**src/rtl/minaret_mem_arbiter.sv**
```systemverilog
// minaret_mem_arbiter: shares one single-ported memory between imem and dmem, one access outstanding (round robin under MINARET_ARB_ROUND_ROBIN_EN).
// Latency: request sampled in IDLE -> mem_valid next cycle; mem_ready -> requester ready next cycle (3 cycles minimum).
// Backpressure: requesters hold valid until their one-cycle ready; a hung access aborts after TIMEOUT busy cycles with ERR_RDATA.
module minaret_mem_arbiter #(
  parameter int unsigned TIMEOUT   = 1024,
  parameter logic [31:0] ERR_RDATA = 32'hDEAD_BEEF
) (
  input  logic        clk,
  input  logic        reset,
  input  logic        imem_valid,
  output logic        imem_ready,
  input  logic [31:0] imem_addr,
  output logic [31:0] imem_rdata,
  input  logic        dmem_valid,
  output logic        dmem_ready,
  input  logic [31:0] dmem_addr,
  input  logic [3:0]  dmem_wmask,
  input  logic [31:0] dmem_wdata,
  input  logic [3:0]  dmem_rmask,
  output logic [31:0] dmem_rdata,
  output logic        mem_valid,
  input  logic        mem_ready,
  output logic [31:0] mem_addr,
  output logic [3:0]  mem_wstrb,
  output logic [31:0] mem_wdata,
  input  logic [31:0] mem_rdata,
  output logic        bus_err
);

  typedef enum logic [1:0] {IDLE, BUSY_I, BUSY_D, DONE} state_t;

  localparam logic [15:0] TO_LAST = 16'(TIMEOUT - 1);

  state_t      state, state_nxt;
  logic [15:0] to_cnt;
  logic        grant_d, grant_i;
  logic        busy, timeout_hit, complete;
  logic [31:0] done_rdata;
  logic        rmask_unused;

  // The core applies rmask itself; read data is forwarded unmasked.
  assign rmask_unused = ^dmem_rmask;

`ifdef MINARET_ARB_ROUND_ROBIN_EN
  logic rr_prefer_d;

  always_ff @(posedge clk) begin
    if (reset) begin
      rr_prefer_d <= 1'b1;
    end else if (complete) begin
      rr_prefer_d <= (state == BUSY_I);
    end
  end

  assign grant_d = dmem_valid && (!imem_valid || rr_prefer_d);
`else
  assign grant_d = dmem_valid;
`endif
  assign grant_i = imem_valid && !grant_d;

  assign busy        = (state == BUSY_I) || (state == BUSY_D);
  assign timeout_hit = busy && !mem_ready && (to_cnt == TO_LAST);
  assign complete    = busy && (mem_ready || timeout_hit);
  assign done_rdata  = mem_ready ? mem_rdata : ERR_RDATA;

  always_ff @(posedge clk) begin
    if (reset) begin
      state <= IDLE;
    end else begin
      state <= state_nxt;
    end
  end

  always_comb begin
    state_nxt = state;
    unique case (state)
      IDLE: begin
        if (grant_d) begin
          state_nxt = BUSY_D;
        end else if (grant_i) begin
          state_nxt = BUSY_I;
        end
      end
      BUSY_I, BUSY_D: begin
        if (complete) begin
          state_nxt = DONE;
        end
      end
      DONE:    state_nxt = IDLE;
      default: state_nxt = IDLE;
    endcase
  end

  always_ff @(posedge clk) begin
    if (reset) begin
      mem_valid  <= 1'b0;
      mem_addr   <= '0;
      mem_wstrb  <= '0;
      mem_wdata  <= '0;
      imem_ready <= 1'b0;
      dmem_ready <= 1'b0;
      imem_rdata <= '0;
      dmem_rdata <= '0;
      bus_err    <= 1'b0;
      to_cnt     <= '0;
    end else begin
      // Ready/rdata are single-cycle pulses; zero unless completing.
      imem_ready <= 1'b0;
      dmem_ready <= 1'b0;
      imem_rdata <= '0;
      dmem_rdata <= '0;
      unique case (state)
        IDLE: begin
          if (grant_d) begin
            mem_valid <= 1'b1;
            mem_addr  <= dmem_addr;
            mem_wstrb <= dmem_wmask;
            mem_wdata <= dmem_wdata;
          end else if (grant_i) begin
            mem_valid <= 1'b1;
            mem_addr  <= imem_addr;
            mem_wstrb <= '0;
            mem_wdata <= '0;
          end
        end
        BUSY_I, BUSY_D: begin
          to_cnt <= to_cnt + 16'd1;
          if (complete) begin
            mem_valid <= 1'b0;
            if (state == BUSY_I) begin
              imem_ready <= 1'b1;
              imem_rdata <= done_rdata;
            end else begin
              dmem_ready <= 1'b1;
              dmem_rdata <= done_rdata;
            end
          end
          if (timeout_hit) begin
            bus_err <= 1'b1;
          end
        end
        DONE:    to_cnt <= '0;
        default: to_cnt <= '0;
      endcase
    end
  end

endmodule

```
**config.mk**
```make
export PLATFORM = sky130hd
export DESIGN_NAME = minaret_mem_arbiter
export DESIGN_NICKNAME = d
export VERILOG_FILES = /design/src/rtl/minaret_mem_arbiter.sv
export SDC_FILE = /design/constraint.sdc
export NUM_CORES = 1
export LEC_CHECK = 0
export CAP_MARGIN = 5
export CORE_MARGIN = 10
export CORE_UTILIZATION = 30
export DETAILED_ROUTE_END_ITERATION = 6
export SYNTH_ARGS = -nofsm -noshare
export SYNTH_HDL_FRONTEND = slang
export SYNTH_SLANG_ARGS = --single-unit
```
**constraint.sdc**
```tcl
create_clock -name clk -period 3.1 [get_ports clk]
set_clock_uncertainty 0.1 [all_clocks]
set_input_delay 0.775 -clock clk [delete_from_list [all_inputs] [get_ports clk]]
set_output_delay 0.775 -clock clk [all_outputs]
set_load 0.005 [all_outputs]
```
Word level (Yosys, flattened, before mapping)

Cells that the tools add are included.

Add/sub/neg operators: 1
Eq/ne operators: 6
Mux-type cells: 18
Bitwise gates (word level): 3
Reductions and logical operators: 20

Operators by type and width:

| kind                    | count |
|---|---|
| $mux W32                | 5 |
| $pmux W16 S2            | 1 |
| $add A16 B1 Y16 const B | 1 |
| $eq A16 B10 Y1 const B  | 1 |
| $mux W4                 | 2 |
| $reduce_or A4 Y1        | 2 |
| $mux W2                 | 3 |
| $pmux W2 S3             | 1 |
| $reduce_and A2 Y1       | 3 |
| $reduce_bool A2 Y1      | 3 |
| $mux W1                 | 5 |
| $eq A2 B2 Y1 const B    | 2 |
| $logic_and A1 B1 Y1     | 4 |
| $ne A3 B3 Y1 const B    | 1 |
| $not A1 Y1              | 3 |
| $reduce_and A3 Y1       | 1 |
| $reduce_or A3 Y1        | 1 |
| $eq A2 B1 Y1 const B    | 1 |
| $logic_not A1 Y1        | 2 |
| $logic_not A2 Y1        | 1 |
| $logic_or A1 B1 Y1      | 2 |
| $ne A2 B2 Y1 const B    | 1 |
| $pmux W1 S2             | 1 |
| $reduce_or A2 Y1        | 1 |

Register bits after elaboration: 154
Input bits: 141
Output and inout port bits: 136
Logic and storage cells: 59

Depth between registers and ports, before layout

Gate-level depths: netlist of the first run.

Word-level depth: 8
Gate-level depth with buffers: 8
Mapped depth without buffers: 6

Least setup slack after synthesis of the first run

Ideal clock, no wire load.

Path kind: input to register
Start point: input port dmem_valid
End point: register mem_addr[13]
Library setup time: 86 ps
Arrival time: 2060 ps
Data required time: 2914 ps
Setup slack: 854 ps
Cell stages on the path: 7
Buffers on the path: 3
Path through: clkbuf_1 nor2_1 nor2b_1 clkbuf_1 buf_1 nor2_1 a211oi_1

Longest elaborated chain between the ends: 4
Elaborated cells between the ends (all ways): 5
Those cells by class: 1 x mux; 4 x reduce/logical

RTL lines:

| item                         | line | RTL |
|---|---|---|
| start: declaration           | 14   | `input logic dmem_valid,` |
| $logic_not A1 Y1             | 59   | `assign grant_i = imem_valid && !grant_d;` |
| $logic_and A1 B1 Y1          | 59   |  |
| $reduce_bool A2 Y1 (no line) | --   |  |
| $reduce_and A2 Y1 (no line)  | --   |  |
| end signal: assignment       | 116  | `mem_addr <= dmem_addr;` |
| end signal: assignment       | 121  | `mem_addr <= imem_addr;` |
| end: declaration             | 23   | `output logic [31:0] mem_addr,` |

Several ways; a longest one is shown, not always the timed one.
A chain may end at the register's enable or synchronous reset.

Worst setup path after layout of the first run

Start point: register to_cnt[0]
End point: register imem_rdata[23]

Longest elaborated chain between the ends: 6

RTL lines:

| item                       | line | RTL |
|---|---|---|
| start: declaration         | 35   | `logic [15:0] to_cnt;` |
| start signal: assignment   | 127  | `to_cnt <= to_cnt + 16'd1;` |
| $eq A16 B10 Y1             | 62   | `assign timeout_hit = busy && !mem_ready && (to_cnt == TO_LAST);` |
| $logic_and A1 B1 Y1        | 62   |  |
| $logic_or A1 B1 Y1         | 63   | `assign complete = busy && (mem_ready \|\| timeout_hit);` |
| $logic_and A1 B1 Y1        | 63   |  |
| $not A1 Y1 (no line)       | --   |  |
| $reduce_or A4 Y1 (no line) | --   |  |
| end signal: assignment     | 132  | `imem_rdata <= done_rdata;` |
| end: declaration           | 13   | `output logic [31:0] imem_rdata,` |

No other way between the ends.

==> impl_metrics.yaml, run 1 <==
pwr:
  peakVddDrop_mv: 0.4323
  power.leakage_nw: 3.526
  powerDensity_nw_per_um2: 721.1
timing:
  setup_violations: 0
  fin_ws_ps: 611.4
  timing.hold.ws_ps: 388.7
  fin_setup_tns_ps: 0
  slew_violations: 0
  max_freq_mhz: 401.8
  timing.final.crit_share_pct: 80.28
  max_slew.worst_pin.slew_ps: 657.9
  max-slew-margin-rel_pct: 55.81
  rsz0062_at_grt: "false"
  layout_min_cycle_time_ps: 2489
  hold_violations: 0
hold_path:
  hold_path_startpoint: "bus_err$_SDFFE_PP0P_"
  hold_path_depth: 2
  hold_end: "bus_err$_SDFFE_PP0P_"
  min_path_type: "reg -> reg"
critical_path:
  cp.arrival_ps: 2710
  reg2reg_slack_ps: 610
  cp_data_required_time_ps: 3330
  r2r-start: "to_cnt[0]$_SDFFE_PP0N_"
  path_class: "reg -> reg"
  max_stage_delay_ps: 500
  worstPathCellList: "ha_1, or4b_4, o41ai_4, nand3_2, nor2_1"
  regToRegEndpoint: "imem_rdata[23]$_SDFF_PP0_"
  crit_slowest_cell: "or4b_4"
  start_kind: "flip-flop"
  cp-end-kind: "flip-flop"
  crit_fanout: 24
  critical_path_buf_inv_count: 0
  ff2ff_path_depth: 5
  crit_family: "simple AND/OR/NAND/NOR gates"
global_route:
  grt_first_pass_wirelength_mm: 27.72
  grt_max_degree: 65
  grt_antenna_before_repair: 2
  grt_pass1_vias: 5008
  overflow: 0
  grt.total_usage_pct: 14.55
floorplanning:
  die_area_um2: 23710
  die_w_um: 154.0
  dieHeight_um: 154.0
  rows: 48
  start_util_pct: 30.91
  coreArea_um2: 17420
  ios: 277
synthesis:
  synth_most_common_cell: "nor2_1"
  syn-num-nets: 699
  yosysSeqAreaShare_pct: 57.26
  yosys.area_share.simple_pct: 17.57
  syn_avg_cell_area_um2: 9.753
  async_flop_share_pct: 0
  synth_fa_ha_area_share_pct: 1.394
  synth_top_cell_by_area: "dfxtp_1"
  synth_top_family_by_area: "simple AND/OR/NAND/NOR gates"
  yosys.area_share.xor_xnor_pct: 1.464
  synthCells: 552
  syn_area_um2: 5384
  ys_ff_latch: 154
  synth.top_cells.by_count: "155 x nor2_1, 154 x dfxtp_1, 36 x a22oi_1"
  synth_ff_type: "dfxtp_1"
  synth_cell_types: 44
  synth_top_cell_area_share_pct: 57.26
  synth_compound_area_share_pct: 13.08
  muxShareOfSynthArea_pct: 6.135
  netlist_top_cells_area: "dfxtp_1 57%, nor2_1 11%, mux2i_1 6.1%, a22oi_1 5.0%, a211oi_1 4.6%"
  synth-edff-count: 0
  yosys_warnings: 0
placed_design:
  place.port_buffers: 272
  place_ws_ps: 414.8
  dpl.hpwl_mm: 13.89
  gp_congestion: 0.7725
cts:
  cts_setup_buffers: 0
  h-tree-depth: 4
  cts_hold_buf: 0
  clk_pin_slew_ps: 70
  root_buffer: "clkbuf_16"
  numClockSinks: 154
  cts_resized: 0
  cts_tree: "done"
  clk_latency_ps: 410
  cts_made_buffers: 17
  cts.path.max_buffers: 2
routing:
  routed_wl_mm: 17.89
  ant_nets: 0
  first_iter_violations: 189
  drt-vias-per-instance: 4.659
  vias: 4911
  drcViolationCount: 0
  wl_per_cell_um: 16.98
  first_pass_iters: 5
final_layout:
  drive_above_1_share_pct: 5.918
  fin_nets: 962
  syn_to_final_growth_pct: 66.30
  final_core_util_pct: 51.41
  fillCellCount: 1570
job:
  cap_viol_max_count: 0
status:
  status: "complete, no violations"
[routing by layer]
| layer | share of wire, % | GRT usage [%] | vias up | wire, um |
|---|---|---|---|---|
| met5 | 0.073 | 0 | - | 13 |
| met4 | 1.7 | 5.128 | 2 | 299 |
| met3 | 11 | 8.145 | 22 | 2025 |
| met2 | 47 | 24.02 | 192 | 8488 |
| met1 | 39 | 15.25 | 2263 | 7066 |
| li1 | - | - | 2432 | - |
[layout make-up]
class                      count  area (um^2)  share of cell area, %
multi-input combinational    355         2146                  23.97
clock buffer                  17        425.4                  4.751
antenna                        1        2.502                0.02795
sequential                   154         3083                  34.43
inverter                       7        26.28                 0.2935
tap                          225        281.5                  3.144
timing repair buffer         280         2785                  31.11
clock inverter                15        203.9                  2.278
[placed cells by master (no fill, tap or decap), types with 6 or more instances in the layout]
cell and instances:
clkdlybuf4s50_1 270, nor2_1 155, dfxtp_1 154, a22oi_1 36, mux2i_1 33, a211oi_1 33
and2_1 18, clkbuf_16 17, a21oi_1 9, nand2_1 7, inv_6 7, buf_4 7
inv_1 6, ha_1 6
[sequential cells by signal, indices dropped and copies added (netlist names), 2 cells and up]
| name | count |
|---|---|
| dmem_rdata | 32 |
| imem_rdata | 32 |
| mem_addr | 32 |
| mem_wdata | 32 |
| to_cnt | 16 |
| mem_wstrb | 4 |
| state | 2 |
[worst reg2reg max path, delay by kind of cell (launching register included)]
| kind | cells | cell delay, ps |
|---|---|---|
| DFF | 1 | 360 |
| adders and majority gates | 1 | 180 |
| AOI/OAI and AO/OA | 1 | 490 |
| and+or+nand+nor | 3 | 1290 |
[report_power, final]
| group | total [mW] | switching, mW | internal [mW] |
|---|---|---|---|
| Combinational | 1.83 | 0.849 | 0.978 |
| Sequential | 2.45 | 0.153 | 2.29 |
| Clock | 2.18 | 0.883 | 1.30 |
[logic make-up (layout without fill, tap and decap cells)]
| group | Yosys count | in the layout |
|---|---|---|
| xor gates and xnor gates | 9 | 9 |
| and+or+nand+nor | 213 | 213 |
| muxes | 33 | 33 |
| DFF | 154 | 154 |
| other | 0 | 1 |
| adders and majority gates | 6 | 6 |
| buffers and inverters | 43 | 319 |
| AOI/OAI and AO/OA | 94 | 94 |
[how the worst max path moves through the flow]
stage,from,to,slack (ps),cells past startpoint
2_1_floorplan,dmem_valid,mem_addr[13]$_SDFFE_PP0P_,850,7
4_1_cts,to_cnt[0]$_SDFFE_PP0N_,imem_rdata[23]$_SDFF_PP0_,590,5
3_5_place_dp,mem_ready,dmem_rdata[22]$_SDFF_PP0_,410,5
5_1_grt,to_cnt[0]$_SDFFE_PP0N_,imem_rdata[9]$_SDFF_PP0_,460,5
6_report,to_cnt[0]$_SDFFE_PP0N_,imem_rdata[23]$_SDFF_PP0_,610,5
3_3_place_gp,mem_ready,dmem_rdata[14]$_SDFF_PP0_,470,5
[through the flow]
stage / area [um^2] / std cells / power, mW
after global placement: 8322 / 1021 / 4.311
after CTS: 8951 / 1053 / 6.559
after floorplan: 5384 / 552 / 3.317
after global routing: 8951 / 1053 / 6.832
final: 8954 / 1054 / 6.457
after detailed placement: 8322 / 1021 / 4.343
(Power assumes the default switching activity.)
==> run 2, diff against run 1 <==
- clock period: 3.1 -> 2.3 ns (I/O delays scaled with it)
==> impl_metrics.yaml, run 2 (synthesis gave the netlist of run 1 again) <==
final_layout:
  fin_nets: 969
  drive_above_1_share_pct: 6.707
  final_cell_mix: "270 x clkdlybuf4s50_1, 155 x nor2_1, 154 x dfxtp_1"
  regArea_um2: 3083
  fillCellCount: 1578
  multi_input_area_um2: 2157
  final_common_cell: "clkdlybuf4s50_1"
  syn_to_final_growth_pct: 66.70
  final_cells: 1061
routing:
  vias: 4913
  drt-vias-per-instance: 4.631
  ant_nets: 0
  routed_wl_mm: 18.40
  first_iter_violations: 216
  drcViolationCount: 0
  wl_per_cell_um: 17.34
  first_pass_iters: 4
cts:
  cts_made_buffers: 17
  clk_latency_ps: 410
  numClockSinks: 154
  clk_pin_slew_ps: 60
  cts.path.max_buffers: 2
  h-tree-depth: 4
  cts_setup_buffers: 0
  cts_tree: "done"
  root_buffer: "clkbuf_16"
timing:
  layout_min_cycle_time_ps: 2140
  max_slew.worst_pin.slew_ps: 397.9
  rsz0062_at_grt: "false"
  max-slew-margin-rel_pct: 73.38
  fin_setup_tns_ps: 0
  timing.final.crit_share_pct: 93.04
  timing.hold.ws_ps: 398.3
  hold_violations: 0
  setup_violations: 0
  max_freq_mhz: 467.3
  slew_violations: 0
pwr:
  powerDensity_nw_per_um2: 941.9
  peakVddDrop_mv: 0.5287
  power.leakage_nw: 3.544
critical_path:
  cp-end-kind: "flip-flop"
  cp.arrival_ps: 2390
  cp_data_required_time_ps: 2550
  crit_fanout: 24
  start_kind: "flip-flop"
  path_class: "reg -> reg"
global_route:
  grt_antenna_before_repair: 1
  grt_pass1_vias: 4962
  grt_max_degree: 65
  overflow: 0
  grt.total_usage_pct: 14.91
  grt_first_pass_wirelength_mm: 28.06
floorplanning:
  die_area_um2: 23710
  coreArea_um2: 17420
  start_util_pct: 30.91
  rows: 48
  die_w_um: 154.0
  dieHeight_um: 154.0
  ios: 277
placed_design:
  dpl.hpwl_mm: 14.35
  place_inst: 1028
  gp_congestion: 0.7905
  place.port_buffers: 272
hold_path:
  min_path_type: "reg -> reg"
status:
  status: "complete, no violations"
job:
  cap_viol_max_count: 0
-- run 2: cell count changes in the layout (fill, tap and decap cells not counted), sizes merged --
cell / previous run / this run
inv: 14 / 11
bufinv: 3 / 0
clkbuf: 17 / 19
clkinvlp: 1 / 3
clkinv: 4 / 6
buf: 10 / 17
-- run 2: report_power, final --
part	leakage [nW]	internal (mW)	switching, mW
clock network	0.269	1.46	1.15
logic	2.02	1.36	1.18
registers	1.26	3.09	0.203
-- run 2: through the flow --
step	instance area, um^2	worst slack, ps	utilization, %	total power [mW]
floorplan	5384	254.0	-	4.471
global route	8972	25.92	51.52	8.943
global placement	8399	186.3	48.23	5.847
detailed placement	8399	107.5	48.23	5.919
finish	8975	160.1	51.53	8.453
CTS	8961	96.78	51.45	8.578
-- run 2: final timing paths --
kind / from / to / slack, ps / cells past startpoint
setup / recovery: to_cnt[0]$_SDFFE_PP0N_ / imem_rdata[23]$_SDFF_PP0_ / 160 / 6
hold / removal: mem_addr[8]$_SDFFE_PP0P_ / mem_addr[8]$_SDFFE_PP0P_ / 400 / 2
setup reg to reg: to_cnt[0]$_SDFFE_PP0N_ / imem_rdata[23]$_SDFF_PP0_ / 160 / 6
hold reg to reg: mem_addr[8]$_SDFFE_PP0P_ / mem_addr[8]$_SDFFE_PP0P_ / 400 / 2
-- run 2: final cells by class --
type	count	share of cell area [%]
Clock inverter	13	1.213
Tap cell	225	3.137
Inverter	7	0.2928
Multi-Input combinational cell	355	24.03
Timing Repair Buffer	287	31.90
Sequential cell	154	34.35
Clock buffer	19	5.047
Antenna cell	1	0.02788
-- run 2: per-layer routing --
metal | track usage, % | routed length, um
met1 | 15.40 | 6986
met2 | 24.43 | 8700
met3 | 8.452 | 2266
met4 | 6.118 | 450
met5 | 0 | 0
-- run 2: critical path, stage by stage (launching register included) --
cell and delay, ps:
dfxtp_1 360, ha_1 180, or4b_4 510, o41ai_4 490, nand3_2 140, buf_12 180
nor2_1 110
-- run 2: what timing repair did --
item,CTS,global route
hold endpoints to repair,0,0
resized for setup,0,1
hold buffers,0,0
setup endpoints to repair,0,2
==> run 3, diff against run 2 <==
- CORE_MARGIN: 10 -> 1.5
==> impl_metrics.yaml, run 3 (synthesis gave the netlist of run 1 again) <==
status:
  status: "complete, no violations"
timing:
  fin_ws_ps: 235.4
  max_freq_mhz: 484.4
  layout_min_cycle_time_ps: 2065
  max_slew.worst_pin.slew_ps: 483.1
  fin_setup_tns_ps: 0
  max-slew-margin-rel_pct: 67.79
  slew_violations: 0
  hold_violations: 0
  rsz0062_at_grt: "false"
  setup_violations: 0
  timing.final.crit_share_pct: 89.76
  timing.hold.ws_ps: 397.1
global_route:
  grt_antenna_before_repair: 0
  grt_pass1_vias: 4722
  overflow: 0
  grt_first_pass_wirelength_mm: 24.07
  grt_max_degree: 65
  grt.total_usage_pct: 16.70
placed_design:
  gp_congestion: 0.8043
  place_ws_ps: 139.7
  place.port_buffers: 272
  placed_cell_area_um2: 8399
  place_inst: 1028
  dpl.hpwl_mm: 11.50
critical_path:
  crit_fanout: 4
  path_class: "reg -> reg"
  cp_data_required_time_ps: 2510
  cp.arrival_ps: 2280
  cp-end-kind: "flip-flop"
  start_kind: "flip-flop"
final_layout:
  syn_to_final_growth_pct: 66.65
  final_core_util_pct: 51.52
  antenna_cells: 0
  fin_nets: 969
  drive_above_1_share_pct: 6.946
  final_cells: 1060
  final_cell_mix: "270 x clkdlybuf4s50_1, 155 x nor2_1, 154 x dfxtp_1"
  fin_area_um2: 8972
  final_common_cell: "clkdlybuf4s50_1"
routing:
  routed_wl_mm: 15.56
  drcViolationCount: 0
  first_iter_violations: 211
  wl_per_cell_um: 14.68
  drt-vias-per-instance: 4.590
  ant_nets: 0
  first_pass_iters: 5
  vias: 4865
cts:
  cts_hold_buf: 0
  cts_setup_buffers: 0
  root_buffer: "clkbuf_16"
  clk_pin_slew_ps: 70
  cts_tree: "done"
  h-tree-depth: 4
  clk_latency_ps: 410
  cts_resized: 0
  cts_made_buffers: 17
  numClockSinks: 154
  cts.path.max_buffers: 2
job:
  cap_viol_max_count: 0
pwr:
  powerDensity_nw_per_um2: 938.2
  peakVddDrop_mv: 0.6042
  power.leakage_nw: 3.541
  switchingPower_mw: 2.536
  power.internal_mw: 5.882
  clock_power_share_pct: 31.0
  p_sw_share_pct: 30.13
  p_total_mw: 8.418
  combPwrFrac_pct: 29.8
  p_seq_share_pct: 39.1
floorplanning:
  rows: 48
  start_util_pct: 30.91
  dieHeight_um: 137.0
  die_w_um: 137.0
  coreArea_um2: 17420
  die_area_um2: 18760
  ios: 277
hold_path:
  min_path_type: "reg -> reg"
run 3: metal layers:
| metal | GRT usage, % | share of wire [%] |
|---|---|---|
| met1 | 18.85 | 41 |
| met2 | 28.31 | 49 |
| met3 | 6.519 | 8.9 |
| met4 | 6.491 | 1.3 |
| met5 | 0 | 0 |
run 3: worst max-delay path, cell delays in order, from the launching register on:
cell      delay [ps]
dfxtp_1          360
ha_1             170
or4b_4           510
o41ai_4          460
a21oi_1          120
a311oi_1         250
run 3: cell type report:
type | count | area [um^2]
clock buffers | 17 | 425.4
fillers | 1578 | 8444
inverters | 7 | 26.28
well taps | 225 | 281.5
flip-flops and latches | 154 | 3083
multi-input cells | 355 | 2163
repair buffers | 287 | 2863
clock inverters | 15 | 130.1
run 3: final timing paths:
path | end | from | cells after the start | slack (ps)
hold reg to reg | mem_addr[0]$_SDFFE_PP0P_ | mem_addr[0]$_SDFFE_PP0P_ | 2 | 400
setup reg to reg | state[1]$_SDFFE_PP0P_ | to_cnt[0]$_SDFFE_PP0N_ | 5 | 240
setup / recovery | state[1]$_SDFFE_PP0P_ | to_cnt[0]$_SDFFE_PP0N_ | 5 | 240
hold / removal | mem_addr[0]$_SDFFE_PP0P_ | mem_addr[0]$_SDFFE_PP0P_ | 2 | 400
run 3: power by group through the flow:
stage               sequential (mW)  clock [mW]  combinational (mW)
floorplan                      3.37           0                1.10
global placement               3.33           0                2.47
detailed placement             3.35           0                2.52
CTS                            3.30        2.70                2.54
global route                   3.34        2.82                2.78
finish                         3.29        2.61                2.51
